===== src/rtl/instr_decode_stage.sv =====
// CaballoLoco decode stage: field split, control strobes, offset sign-extension,
// one-entry output register and RAW/WAW scoreboard. Optional: DECODE_ILLEGAL_TRAP_EN.

module idec_sb_cell (
  input  logic clk,
  input  logic rst_n,
  input  logic set,
  input  logic clr,
  output logic busy
);
  // Set wins over a same-cycle writeback clear of the same register.
  always_ff @(posedge clk or negedge rst_n) begin
    if (!rst_n)   busy <= 1'b0;
    else if (set) busy <= 1'b1;
    else if (clr) busy <= 1'b0;
  end
endmodule

module instr_decode_stage #(
  parameter int DATA_W = 32,
  parameter int REG_W  = 5,
  parameter int IMM_W  = 13,
  localparam int NUM_REGS = 2**REG_W,
  localparam int INSTR_W  = 4 + 3*REG_W + IMM_W
) (
  input  logic                clk,
  input  logic                rst_n,
  input  logic                in_valid,
  output logic                in_ready,
  input  logic [INSTR_W-1:0]  in_instr,
  input  logic [DATA_W-1:0]   in_pc,
  input  logic                flush,
  input  logic                wb_valid,
  input  logic [REG_W-1:0]    wb_rd,
  output logic                out_valid,
  input  logic                out_ready,
  output logic [3:0]          out_op,
  output logic [REG_W-1:0]    out_ra,
  output logic [REG_W-1:0]    out_rb,
  output logic [REG_W-1:0]    out_rd,
  output logic [DATA_W-1:0]   out_imm,
  output logic [DATA_W-1:0]   out_pc,
  output logic                out_we,
  output logic                out_mem_rd,
  output logic                out_mem_wr,
  output logic                out_branch,
  output logic                out_jump,
  output logic                out_illegal,
  output logic [NUM_REGS-1:0] busy_mask
);

  localparam int OFF_W = REG_W + IMM_W;
  localparam int JMP_W = INSTR_W - 4;

  typedef enum logic [3:0] {
    OP_OR, OP_ADD, OP_SUB, OP_AND, OP_MUL, OP_DIV, OP_XOR, OP_LW,
    OP_SW, OP_BEQ, OP_BLT, OP_BLE, OP_JMP, OP_NOP, OP_RSV14, OP_RSV15
  } opcodes_e;

  typedef struct packed {
    logic [3:0]        op;
    logic [REG_W-1:0]  ra;
    logic [REG_W-1:0]  rb;
    logic [REG_W-1:0]  rd;
    logic [DATA_W-1:0] imm;
    logic [DATA_W-1:0] pc;
    logic              we;
    logic              mem_rd;
    logic              mem_wr;
    logic              branch;
    logic              jump;
    logic              illegal;
  } dec_t;

  logic [3:0]       f_op;
  logic [REG_W-1:0] f_ra, f_rb, f_rc;
  logic [IMM_W-1:0] f_imm;
  logic [OFF_W-1:0] off_rb, off_rc;
  logic [JMP_W-1:0] off_jmp;

  assign {f_op, f_ra, f_rb, f_rc, f_imm} = in_instr;
  assign off_rb  = {f_rb, f_imm};
  assign off_rc  = {f_rc, f_imm};
  assign off_jmp = in_instr[JMP_W-1:0];

  dec_t dec, q;
  logic rd_a, rd_b;

  always_comb begin
    dec    = '0;
    rd_a   = 1'b0;
    rd_b   = 1'b0;
    dec.op = f_op;
    dec.pc = in_pc;
    case (opcodes_e'(f_op))
      OP_OR, OP_ADD, OP_SUB, OP_AND, OP_MUL, OP_DIV, OP_XOR: begin
        rd_a   = 1'b1;
        rd_b   = 1'b1;
        dec.rd = f_rc;
        dec.we = |f_rc;
      end
      OP_LW: begin
        rd_a       = 1'b1;
        dec.rd     = f_rc;
        dec.we     = |f_rc;
        dec.mem_rd = 1'b1;
        dec.imm    = {{(DATA_W-OFF_W){off_rb[OFF_W-1]}}, off_rb};
      end
      OP_SW: begin
        rd_a       = 1'b1;
        rd_b       = 1'b1;
        dec.mem_wr = 1'b1;
        dec.imm    = {{(DATA_W-OFF_W){off_rc[OFF_W-1]}}, off_rc};
      end
      OP_BEQ, OP_BLT, OP_BLE: begin
        rd_a       = 1'b1;
        rd_b       = 1'b1;
        dec.branch = 1'b1;
        dec.imm    = {{(DATA_W-OFF_W){off_rc[OFF_W-1]}}, off_rc};
      end
      OP_JMP: begin
        dec.jump = 1'b1;
        dec.imm  = {{(DATA_W-JMP_W){off_jmp[JMP_W-1]}}, off_jmp};
      end
`ifdef DECODE_ILLEGAL_TRAP_EN
      OP_RSV14, OP_RSV15: dec.illegal = 1'b1;
`else
      OP_RSV14, OP_RSV15: dec.op = OP_NOP;
`endif
      default: ;
    endcase
    // A read of r0 is encoded as ra/rb = 0, which the hazard check ignores.
    dec.ra = rd_a ? f_ra : '0;
    dec.rb = rd_b ? f_rb : '0;
  end

  // Hazard check sees the writeback clear of this cycle (bypass).
  logic [NUM_REGS-1:0] wb_clr, sb_set, busy_eff;
  logic held_w, haz_a, haz_b, haz_d, hazard, illegal_hold, accept, leave;

  assign wb_clr   = wb_valid ? (NUM_REGS'(1) << wb_rd) : '0;
  assign busy_eff = busy_mask & ~wb_clr;
  assign held_w   = out_valid && q.we;
  assign haz_a    = (dec.ra != '0) && (busy_eff[dec.ra] || (held_w && q.rd == dec.ra));
  assign haz_b    = (dec.rb != '0) && (busy_eff[dec.rb] || (held_w && q.rd == dec.rb));
  assign haz_d    = dec.we && (busy_eff[dec.rd] || (held_w && q.rd == dec.rd));
  assign hazard   = haz_a || haz_b || haz_d;

  assign in_ready = !flush && !hazard && (!out_valid || out_ready) && !illegal_hold;
  assign accept   = in_valid && in_ready;
  assign leave    = out_valid && out_ready && !flush;
  assign sb_set   = (leave && q.we) ? (NUM_REGS'(1) << q.rd) : '0;

  always_ff @(posedge clk or negedge rst_n) begin
    if (!rst_n) begin
      out_valid <= 1'b0;
      q         <= '0;
    end else if (flush) begin
      out_valid <= 1'b0;
    end else if (accept) begin
      out_valid <= 1'b1;
      q         <= dec;
    end else if (out_ready) begin
      out_valid <= 1'b0;
    end
  end

`ifdef DECODE_ILLEGAL_TRAP_EN
  // Once a trapping word has gone to execute, nothing follows until the redirect flush.
  always_ff @(posedge clk or negedge rst_n) begin
    if (!rst_n)                  illegal_hold <= 1'b0;
    else if (flush)              illegal_hold <= 1'b0;
    else if (leave && q.illegal) illegal_hold <= 1'b1;
  end
`else
  assign illegal_hold = 1'b0;
`endif

  assign busy_mask[0] = 1'b0;
  for (genvar i = 1; i < NUM_REGS; i++) begin : g_sb
    idec_sb_cell u_cell (
      .clk   (clk),
      .rst_n (rst_n),
      .set   (sb_set[i]),
      .clr   (wb_clr[i]),
      .busy  (busy_mask[i])
    );
  end

  assign out_op      = q.op;
  assign out_ra      = q.ra;
  assign out_rb      = q.rb;
  assign out_rd      = q.rd;
  assign out_imm     = q.imm;
  assign out_pc      = q.pc;
  assign out_we      = q.we;
  assign out_mem_rd  = q.mem_rd;
  assign out_mem_wr  = q.mem_wr;
  assign out_branch  = q.branch;
  assign out_jump    = q.jump;
  assign out_illegal = q.illegal;

endmodule

===== config.mk =====
export PLATFORM = sky130hd
export DESIGN_NAME = instr_decode_stage
export DESIGN_NICKNAME = d
export VERILOG_FILES = /design/src/rtl/instr_decode_stage.sv
export SDC_FILE = /design/constraint.sdc
export NUM_CORES = 1
export LEC_CHECK = 0
export CAP_MARGIN = 15
export CORE_ASPECT_RATIO = 2
export CORE_MARGIN = 1.5
export CORE_UTILIZATION = 25
export CTS_BUF_LIST = sky130_fd_sc_hd__clkbuf_16
export DETAILED_ROUTE_END_ITERATION = 16
export PLACE_DENSITY = 0.53
export SETUP_SLACK_MARGIN = 0.02
export SYNTH_ARGS = -nofsm -noshare
export SYNTH_HDL_FRONTEND = slang
export SYNTH_HIERARCHICAL = 1
export SYNTH_SLANG_ARGS = --single-unit

===== constraint.sdc =====
create_clock -name clk -period 3.85 [get_ports clk]
set_input_delay 0.77 -clock clk [delete_from_list [all_inputs] [get_ports clk]]
set_output_delay 0.77 -clock clk [all_outputs]
set_load 0.01 [all_outputs]

==> key figures <==
Global route
  • Total grt overflow: 0
  • Initial antenna violation count: 3
  • GRT Total Usage: 21.5%
  • First-pass GRT wire length: 45.8 mm
  • Via count of the first global-routing pass: 7538
  • Largest net degree at the start of global routing: 75

Status
  • Status: completed

Pwr
  • Pwr/cell area: 479 nW/µm²
  • Switching share of power: 30.2%
  • Sequential power share: 31.9%
  • Combinational power share: 38.2%
  • Int Pwr: 3940 µW
  • Clock power share: 30.0%
  • Lkg Pwr: 0.00541 µW
  • Peak supply drop: 0.299 mV
  • Switch Pwr: 1710 µW

CTS
  • CTS H-tree depth: 4
  • Clock slew at reported path FFs: 50 ps
  • Clk root buf: clkbuf_16
  • CTS tree: built
  • Clock Tree Buf Depth: 2
  • Clk Latency, worst-skew pair: 430 ps
  • CTS sink cnt: 116
  • CTS Buf Count: 17

Finish
  • NumNets Final: 1181
  • Area growth from synthesis to layout: 66.1%
  • Cell area after layout: 11800 µm²
  • Layout cells sized above 1: 31.8%
  • Post-layout util: 41.9%

Setup path
  • CP max stage cell: a2111oi_4
  • Slowest stage delay, CP: 410 ps
  • Critical Path Start Type: input port
  • Crit-path cells: dlygate4sd2_1 > a21boi_1 > buf_4 > xnor2_1 > buf_4 > a2111oi_4 > a31oi_1 > a211oi_2 > a211oi_2 > buf_4 > o211a_4 > buf_6
  • Worst setup path category: in -> out
  • Critical Path End Type: output port
  • Required time of the critical path: 3080 ps
  • Cell mode on critical path: buf_4
  • Crit path arrival time: 3050 ps
  • CP max FO: 5

Synth
  • Ys async rst share: 100%
  • Ys flop type: dfrtp_1
  • Top cells by area, synth: dfrtp_1 41%, mux2_4 6.4%, mux2i_1 4.8%
  • Seq/Total Area, Yosys: 40.9%
  • Post-synth top area share: 40.9%
  • Synth area leader: dfrtp_1
  • Syn Inst Count: 739
  • Post-synthesis register bit count: 116
  • Synth cell types: 74
  • Post-synth EDFFs: 0
  • Post-synthesis cell area: 7090 µm²
  • Avg Inst Size Synth: 9.59 µm²
  • Yosys warnings: 6

Timing
  • Fmax achieved: 261 MHz
  • Final period util: 99.3%
  • Count of final hold-check violations: 0
  • RSZ-0062 raised after global routing: false
  • Clock Skews: 9.67 ps
  • Relative slew slack: 53.2%
  • Final setup viols: 0
  • Min Tclk post-route: 3820 ps
  • Slew Viols, Final: 0
  • Worst-Margin Slew: 695 ps

Drt
  • DR DRC count: 0
  • DR vias/cell: 4.85
  • Final wirelength: 31.2 mm
  • WL/cell: 21.2 µm
  • Drt pass-1 iters: 4
  • Antenna viol nets, final: 0
  • First-iteration detailed-routing DRC count: 232
  • Vias: 7164

Placement
  • Placed Instance Area: 10800 µm²
  • Port Buffers: 195
  • Final HPWL DP: 25.1 mm
  • GP Congestion: 0.949

Flow run
  • Number of max-cap violations: 0

Floorplan
  • Initial Utilization: 25.2%
  • Core area: 28100 µm²
  • Die Ht: 241 µm
  • Die width: 122 µm
  • FP Rows: 87
  • Die ar.: 29400 µm²
  • I/O pins: 198

Min path
  • Worst Hold Class: in -> async
[power groups by stage]
stage               logic, µW  registers (µW)  clock network, µW
CTS                      2160            1800               1740
floorplan                 750            1920                  0
global placement         2100            1810                  0
global route             2290            1840               1790
detailed placement       2110            1820                  0
finish                   2150            1800               1690
[synth_stat cells (3+ instances only)]
master and n:
nand4b_1 3, clkbuf_1 27, mux2_4 30, nand3b_1 6
mux2_2 27, nor2_1 79, dfrtp_1 116, nand3_1 8
xnor2_1 14, a2111oi_0 4, nor3b_1 3, o221ai_1 5
o211ai_1 21, nor2b_1 5, a221oi_1 3, a31oi_1 9
mux2i_1 34, a21bo_2 3, buf_4 11, buf_2 13
or3_1 3, nand2b_1 10, o21ai_0 31, nor4_1 5
a211oi_1 10, o32ai_1 4, a32o_1 5, a22oi_1 6
a21boi_0 3, nand2_1 52, a21o_1 32, inv_1 63
buf_12 3, o22ai_1 5, a21oi_1 10, nor3_1 20
[kinds of logic after synthesis]
group / share of synthesized area, %
flops: 40.9
buf+inv: 8.22
compound gates: 18.7
other cells: 0.0529
xor+xnor: 1.73
simple gates: 14.6
mux: 15.8
[through the flow]
step	hold WS, ps	power [µW]	TNS [ps]	cells	worst slack, ps
2_1_floorplan	474	2670	0	740	387
3_3_place_gp	480	3900	-62880	1434	-1120
3_5_place_dp	492	3930	-59990	1434	-1070
4_1_cts	345	5700	0	1473	25.6
5_1_grt	370	5920	0	1476	18.4
6_report	346	5640	0	1476	25.3
[placed cells by master (no fill, tap or decap), types with 4 or more instances in the layout]
cell type	count
nor2b_1	4
buf_4	199
mux2_2	27
a21oi_1	7
bufinv_16	5
clkinv_1	6
a211oi_2	5
o22ai_1	5
nand2_1	52
o211ai_1	21
dlygate4sd2_1	6
nand2b_1	8
nand3_1	8
o21ai_1	10
a32o_1	5
inv_1	65
a22oi_1	6
nor3_1	18
clkbuf_16	17
buf_6	4
clkdlybuf4s50_1	178
mux2_4	30
o221ai_1	4
a31oi_1	8
o21ai_0	22
nor2_1	77
mux2i_1	34
a21boi_1	4
a21o_1	31
a21oi_2	4
o32ai_1	4
buf_12	8
dfrtp_1	116
xnor2_1	13
clkdlybuf4s15_2	4
a211oi_1	5
nand3b_1	6
[path summary, 6_finish.rpt]
kind | to | startpoint | slack, ps | depth (start not counted)
max in group asynchronous | out_pc[0]$_DFFE_PN0P_ | rst_n | 2660 | 2
worst max-delay path | in_ready | in_instr[23] | 30 | 12
worst max register to register | out_pc[24]$_DFFE_PN0P_ | g_sb[15].u_cell/busy$_DFFE_PN0P_ | 750 | 11
worst min-delay path | out_pc[29]$_DFFE_PN0P_ | rst_n | 350 | 1
worst min register to register | out_rb[2]$_DFFE_PN0P_ | out_rb[2]$_DFFE_PN0P_ | 500 | 1
min in group clk | out_rb[2]$_DFFE_PN0P_ | out_rb[2]$_DFFE_PN0P_ | 500 | 1
[routing by layer]
metal | vias to the layer above | track usage (%) | share of wire (%)
met4 | 2 | 15.4 | 6.2
met5 | - | 0 | 0.042
li1 | 3363 | - | -
met2 | 203 | 41.0 | 56
met3 | 77 | 3.12 | 3.9
met1 | 3519 | 20.4 | 34
[sequential cells by signal, indices dropped and copies added, names as in the netlist, 4 cells and up]
signal	count
g_sb.u_cell/busy	31
out_imm	28
out_op	4
out_pc	32
out_ra	5
out_rb	5
out_rd	5
[critical path, delay by kind of cell]
kind            cells  cell delay [ps]
compound gates      6             1290
xor+xnor            1               70
buf+inv             5              910
[timing repair]
| item | 4_1_cts | 5_1_grt |
|---|---|---|
| gates cloned | 0 | 0 |
| endpoints found under the hold margin | 0 | 0 |
| buffers inserted | 8 | 1 |
| pin swaps | 17 | 11 |
| hold buffers | 0 | 0 |
| resized for setup | 85 | 25 |
| setup endpoints to repair | 85 | 1 |
[area by class of cell]
type / instances / area (µm²)
Antenna cell: 2 / 5.00
Fill cell: 2812 / 16300
Clock inverter: 14 / 194
Sequential cell: 116 / 2900
Multi-Input combinational cell: 501 / 3930
Tap cell: 356 / 445
Inverter: 65 / 244
Timing Repair Buffer: 405 / 3630
Clock buffer: 17 / 425
(Power assumes the default switching activity.)
